`config.mk`:
```
export PLATFORM = sky130hd
export DESIGN_NAME = eic_dispatch
export DESIGN_NICKNAME = d
export VERILOG_FILES = /design/src/rtl/eic_pkg.sv /design/src/rtl/eic_prio_enc.sv /design/src/rtl/eic_dispatch.sv
export SDC_FILE = /design/constraint.sdc
export NUM_CORES = 1
export LEC_CHECK = 0
export BUFFER_PORTS_ARGS = -buffer_cell sky130_fd_sc_hd__buf_2
export CORE_MARGIN = 2
export CORE_UTILIZATION = 50
export DETAILED_ROUTE_END_ITERATION = 8
export PLACE_DENSITY = 0.82
export REMOVE_ABC_BUFFERS = 1
export SYNTH_ARGS = -nofsm -noshare
export SYNTH_HDL_FRONTEND = slang
export SYNTH_SLANG_ARGS = --single-unit
```
`constraint.sdc`:
```
create_clock -name CLK -period 4.7 [get_ports CLK]
set_input_delay 0.705 -clock CLK [delete_from_list [all_inputs] [get_ports CLK]]
set_output_delay 0.705 -clock CLK [all_outputs]
set_load 0.05 [all_outputs]
```
`src/rtl/eic_pkg.sv`:
```
// Shared definitions for the EIC dispatch block: FSM encoding, channel index
// width and the handler offset shift.
package eic_pkg;

  typedef enum logic [1:0] {
    ST_IDLE    = 2'd0,
    ST_PRESENT = 2'd1,
    ST_ACK     = 2'd2
  } state_t;

  // Wide enough for any legal channel index (CHANNELS <= 62).
  localparam int CH_IDX_W     = 6;
  localparam int OFFSET_SHIFT = 4;

endpackage

```
`src/rtl/eic_prio_enc.sv`:
```
// Highest-set-bit encoder: reports the index of the most significant set bit
// and whether any bit is set at all.
module eic_prio_enc
  import eic_pkg::*;
#(
  parameter int WIDTH = 16
) (
  input  logic [WIDTH-1:0]    bits,
  output logic [CH_IDX_W-1:0] idx,
  output logic                valid
);

  always_comb begin
    // NOTE: every output gets a default before the loop, so no latch is inferred.
    idx   = '0;
    valid = 1'b0;
    for (int i = 0; i < WIDTH; i++) begin
      if (bits[i]) begin
        idx   = CH_IDX_W'(i);
        valid = 1'b1;
      end
    end
  end

endmodule

```
`src/rtl/eic_dispatch.sv`:
```
// External interrupt controller dispatch: arbitrates pending channels above the
// current in-service level, presents one request to the CPU and tracks nesting.
module eic_dispatch
  import eic_pkg::*;
#(
  parameter int          CHANNELS   = 16,
  parameter logic [3:0]  SHADOW_SET = 4'd0
) (
  input  logic                CLK,
  input  logic                RESET,
  input  logic [CHANNELS-1:0] irq_pending,
  input  logic                EIC_IAck,
  input  logic                eoi,
  output logic [7:0]          EIC_Interrupt,
  output logic [5:0]          EIC_Vector,
  output logic [17:1]         EIC_Offset,
  output logic [3:0]          EIC_ShadowSet,
  output logic [CHANNELS-1:0] irq_clear,
  output logic [CHANNELS-1:0] in_service
);

  state_t              state, state_next;
  logic [CH_IDX_W-1:0] chan, chan_next;
  logic [CHANNELS-1:0] isr_next, clear_next;
  logic [CHANNELS-1:0] chan_hot, hi_hot, above_hi, eligible;
  logic [CH_IDX_W-1:0] cand_idx, hi_idx;
  logic                cand_valid, hi_valid, accept;
  logic [16:0]         chan_p1;

  eic_prio_enc #(.WIDTH(CHANNELS)) u_hi_enc (
    .bits  (in_service),
    .idx   (hi_idx),
    .valid (hi_valid)
  );

  eic_prio_enc #(.WIDTH(CHANNELS)) u_cand_enc (
    .bits  (eligible),
    .idx   (cand_idx),
    .valid (cand_valid)
  );

  // Decoded masks avoid variable bit-selects whose index is wider than CHANNELS needs.
  always_comb begin
    chan_hot = '0;
    hi_hot   = '0;
    above_hi = '0;
    for (int i = 0; i < CHANNELS; i++) begin
      chan_hot[i] = (chan == CH_IDX_W'(i));
      hi_hot[i]   = hi_valid && (hi_idx == CH_IDX_W'(i));
      above_hi[i] = !hi_valid || (CH_IDX_W'(i) > hi_idx);
    end
  end

  assign eligible = irq_pending & ~in_service & above_hi;

  always_comb begin
    state_next = state;
    chan_next  = chan;
    accept     = 1'b0;
    case (state)
      ST_IDLE: begin
        if (cand_valid) begin
          chan_next  = cand_idx;
          state_next = ST_PRESENT;
        end
      end
      ST_PRESENT: begin
        if (EIC_IAck) begin
          accept     = 1'b1;
          state_next = ST_ACK;
        end else if (cand_valid && (cand_idx > chan)) begin
          chan_next = cand_idx;
        end else if ((irq_pending & chan_hot) == '0) begin
          state_next = ST_IDLE;
        end
      end
      ST_ACK:  state_next = ST_IDLE;
      default: state_next = ST_IDLE;
    endcase
  end

  // End-of-interrupt retires the pre-ack top level before the new ack bit lands.
  always_comb begin
    isr_next = in_service & ~(eoi ? hi_hot : '0);
    if (accept) isr_next = isr_next | chan_hot;
    clear_next = accept ? chan_hot : '0;
  end

  always_ff @(posedge CLK or posedge RESET) begin
    // NOTE: non-blocking assignments so every flop samples pre-edge values.
    if (RESET) begin
      state      <= ST_IDLE;
      chan       <= '0;
      in_service <= '0;
      irq_clear  <= '0;
    end else begin
      state      <= state_next;
      chan       <= chan_next;
      in_service <= isr_next;
      irq_clear  <= clear_next;
    end
  end

  assign chan_p1 = 17'(chan) + 17'd1;

  always_comb begin
    EIC_Interrupt = '0;
    EIC_Vector    = '0;
    EIC_Offset    = '0;
    EIC_ShadowSet = SHADOW_SET;
    if (state == ST_PRESENT) begin
      EIC_Interrupt = 8'(chan) + 8'd1;
      EIC_Vector    = chan + 6'd1;
      EIC_Offset    = chan_p1 << OFFSET_SHIFT;
    end
  end

endmodule
```
Word level (Yosys, flattened, before mapping)
Index checks and enable logic that the tools add are counted.
Word-level totals
  output and inout port bits: 67
  register bits: 40
  input port bits: 20
  word-level logic and storage cells: 187
Operators by class
  reduce and logical (&&, ||, !) cells: 41
  muxes and demuxes: 79
  $lt $le $gt $ge: 17
  eq/ne operators: 36
  bitwise gates (word level): 7
  add/subtract/negate cells: 3
Operators by type and width (count)
  $eq A6 B4 Y1 const B: 16
  $and A16 B16 Y16: 4
  $mux W4: 16
  $eq A6 B3 Y1 const B: 8
  $gt A4 B6 Y1 const A: 8
  $mux W16: 3
  $mux W1: 36
  $not A16 Y16: 2
  $eq A6 B2 Y1 const B: 4
  $gt A3 B6 Y1 const A: 4
  $mux W3: 8
  $mux W6: 4
  $logic_and A1 B1 Y1: 17
  $logic_not A16 Y1: 1
  $logic_or A1 B1 Y1: 16
  $mux W2: 8
  $or A16 B16 Y16: 1
  $add A6 B1 Y7 const B: 2
  $eq A6 B1 Y1 const B: 2
  $gt A1 B6 Y1 const A: 2
  $gt A2 B6 Y1 const A: 2
  $logic_not A6 Y1: 2
  $pmux W6 S2: 1
  $mux W11: 1
  other kinds (12): 15

Logic depth before layout (Yosys ltp)
  depth after elaboration: 39
  depth in mapped cells: 15

Modules after synthesis
A second synthesis with hierarchy kept.
Unflattened totals
  cells, all modules: 339
  area total of the unflattened synthesis: 2862.7 um^2
By module, submodules not included
  eic_dispatch: area each 2502.4 um^2, cells each 275, sequential area each 1001.0 um^2, times used 1
  eic_prio_enc: area each 180.2 um^2, cells each 32, sequential area each 0.0 um^2, times used 2

Worst setup path before layout
No wires, ideal clock.
  path kind: register to register
  start: register in_service[8]
  end: register chan[1]
  stages on the path, launching flop included: 15
  data required time: 4.575 ns
  clock period less this slack: 3.545 ns
  library setup time: 0.125 ns
  setup slack: 1.155 ns
  arrival time: 3.420 ns
  cell sequence: dfrtp_1 -> nor4_1 -> nand3_1 -> nor3_1 -> a41oi_2 -> o31ai_1 -> a31o_2 -> ha_1 -> nor2b_1 -> o21a_1 -> o21a_1 -> o21ai_0 -> a21oi_1 -> o31ai_4 -> mux2_4
RTL lines
  start, declared: line eic_dispatch.sv:19  | output logic [CHANNELS-1:0] in_service
  start signal, assigned: line eic_dispatch.sv:99  | in_service <= isr_next;
  $mux W4 or $mux W1 (tied branches) (8 in series): line eic_prio_enc.sv:18  | if (bits[i]) begin
  $gt A2 B6 Y1 or $logic_not A1 Y1 (tied branches): line eic_dispatch.sv:50  | above_hi[i] = !hi_valid || (CH_IDX_W'(i) > hi_idx);
  $logic_or A1 B1 Y1: line eic_dispatch.sv:50
  $and A16 B16 Y16 *: line eic_dispatch.sv:54  | assign eligible = irq_pending & ~in_service & above_hi;
  $mux W2 (2 in series): line eic_prio_enc.sv:18
  $mux W3 (4 in series): line eic_prio_enc.sv:18
  $mux W4 (7 in series): line eic_prio_enc.sv:18
  $mux W4 *: line eic_prio_enc.sv:18
  named net cand_idx[1]: line eic_dispatch.sv:26  | logic [CH_IDX_W-1:0] cand_idx, hi_idx;
  $gt A6 B6 Y1: line eic_dispatch.sv:71  | end else if (cand_valid && (cand_idx > chan)) begin
  $logic_and A1 B1 Y1: line eic_dispatch.sv:71
  $ne A2 B2 Y1 (no source line)
  $reduce_and A4 Y1 (no source line)
  end signal, assigned: line eic_dispatch.sv:98  | chan <= chan_next;
  end, declared: line eic_dispatch.sv:23  | logic [CH_IDX_W-1:0] chan, chan_next;
The timed path passes the listed nets; every way through them passes the cells marked *. The select of a mux whose other input is x is not followed.
A chain may end at the register's enable or synchronous reset.

Worst setup path after layout
Ends and elaborated chain as after synthesis.

==> results_dict.tcl <==
set metrics [dict create \
    status "finished, final reports clean" \
    synth_flop_cell "dfrtp_1" \
    grt_max_degree 39 \
    area_growth_pct 13.27 \
    tightestPinTransition_ns 0.7127 \
    drt_iter0_markers 188 \
    required_ns 4.89 \
    most-common-layout-cells "buf_2, dfrtp_1, nor2_1" \
    start_util 0.5195 \
    reg2reg_setup_slack_ns 0.85 \
    grt_pass1_wl_um 10280 \
    dieWidth_um 74.29 \
    cts_setup_buffers 0 \
    core_area_um2 4755 \
    path_class "reg -> reg" \
    fin_crit_ns 3.849 \
    ioPinCount 87 \
    rows 25 \
    place_congestion 0.9820 \
    cts_sinks 38 \
    fin_skew_ns 0.01191 \
    clk_latency_ns 0.30 \
    hold_path.class "in -> async" \
    grtUsageTotal 0.2528 \
    cts_hold_buf 0 \
    overflow 0 \
    synth_warnings 0 \
    diodes 0 \
    root_buffer "clkbuf_8" \
    final_util 0.5884 \
    ff2ff_path_depth 14 \
    vias_per_cell 5.852 \
    reg2reg_to "chan[1]" \
    syn_area_um2 2470 \
    drv_cap 0 \
    final_nets 352 \
    routedWlPerCell_um 17.16 \
    numPortBuffers 66 \
    die_h_um 74.29 \
    yosysUniqueCellTypes 52 \
    cts.path.max_buffers 2 \
    setup_tns_ns 0 \
    rsz0062_at_grt "false" \
    hold_viol_final 0 \
    num_vias 2288 \
    arrival_ns 4.04 \
    synth_edf_count 0 \
    mostFrequentLayoutCell "buf_2" \
    crit_path_max_fanout 7 \
    yosysTopAreaCell "dfrtp_1" \
    cp-start-kind "flop" \
    cts_tree "yes" \
    ys_seq_area_frac 0.3850 \
    finalCritPeriodShare 0.8190 \
    cts-htree-levels 2 \
    antenna_found_initial 0 \
    hpwl_um 5095 \
    synthArstFlopShare 1.000 \
    r2r_start "in_service[8]" \
    drive_above_1_share 0.2716 \
    ys_ff_latch 38 \
    drc 0 \
    ant_nets 0 \
    max_freq_ghz 0.2598 \
    grt_pass1_vias 1997 \
    cp-end-kind "flop" \
    maxSlewHeadroom 0.5205 \
    synth.top_cell.area_share 0.3850 \
    die-area_um2 5518 \
    routed_wl_um 6711 \
    numCtsBuffers 5 \
    syn_avg_cell_area_um2 9.285 \
    first_pass_iters 5 \
    slew_viol_final 0 \
    cts.repair.resized 0 \
    cts.clk_slew.worst_paths_ns 0.08 \
    syn_inst 266 \
    setup-violations-final 0 \
    ys_top_cells_by_area "dfrtp_1, buf_4, nor2_1, ha_1, o21ai_0" \
]
worst max-delay path: stages (launching register included):
cell,delay [ns]
dfrtp_1,0.45
nor4_1,0.67
nand3_1,0.26
nor3_1,0.30
a41oi_2,0.10
o31ai_1,0.32
a31o_2,0.22
ha_1,0.24
nor2b_1,0.14
o21a_1,0.16
o21a_1,0.15
o21ai_0,0.14
a21oi_1,0.12
o31ai_4,0.12
mux2_4,0.34
synthesized netlist by cell type (all sizes together), types with 5 or more instances:
master	n
nor3	11
nand3	8
nor2b	8
o21ai	19
nor2	28
buf	31
dfrtp	38
a21oi	9
nand2	14
o31ai	7
nand2b	7
a221oi	5
inv	12
ha	8
metal layers:
| metal | global-route usage | share of wire |
|---|---|---|
| met5 | 0 | 0 |
| met4 | 0.09325 | 0.017 |
| met3 | 0.04607 | 0.086 |
| met2 | 0.3929 | 0.48 |
| met1 | 0.3558 | 0.42 |
metrics by stage:
step,hold slack [ns],setup slack (ns),area [um^2],instances
after floorplan,0.5558,1.155,2296,250
after global placement,0.5437,1.119,2718,384
after detailed placement,0.5464,0.9677,2718,384
after CTS,0.5251,0.9308,2798,391
after global routing,0.5534,0.6741,2798,391
final,0.5018,0.8506,2798,391
cell families (layout without fill, tap and decap cells):
group | Yosys count | in the layout | synth area share
AND/OR/NAND/NOR | 96 | 96 | 0.2097
AO/OA/AOI/OAI | 69 | 69 | 0.2072
buffers and inverters | 47 | 86 | 0.1175
flip-flops | 38 | 38 | 0.3850
adder cells (fa/ha/maj) | 8 | 8 | 0.04053
multiplexers | 5 | 5 | 0.03141
XOR/XNOR | 2 | 2 | 0.007093
other | 1 | 20 | 0.001518
how the worst max path moves through the flow:
stage	startpoint	endpoint	slack [ns]
after floorplan	in_service[8]	chan[1]	1.16
after global placement	in_service[8]	chan[2]	1.12
after detailed placement	in_service[8]	chan[1]	0.97
after CTS	in_service[8]	chan[1]	0.93
after global routing	in_service[8]	chan[1]	0.67
final	in_service[8]	chan[1]	0.85
area by class of cell:
cell class,count,area [um^2]
Clock buffer,6,72.57
Fill cell,452,1957
Tap cell,67,83.83
Clock inverter,1,7.507
Sequential cell,38,950.9
Inverter,12,45.04
Timing Repair Buffer,67,337.8
Multi-Input combinational cell,200,1300
sequential cells by signal (all words and copies together), names as in the netlist:
signal	cells
in_service	16
chan	4
state	2
irq_clear	16
Power is not shown: default switching activity piles up to over one toggle a cycle in this logic, so the estimate is an artifact.
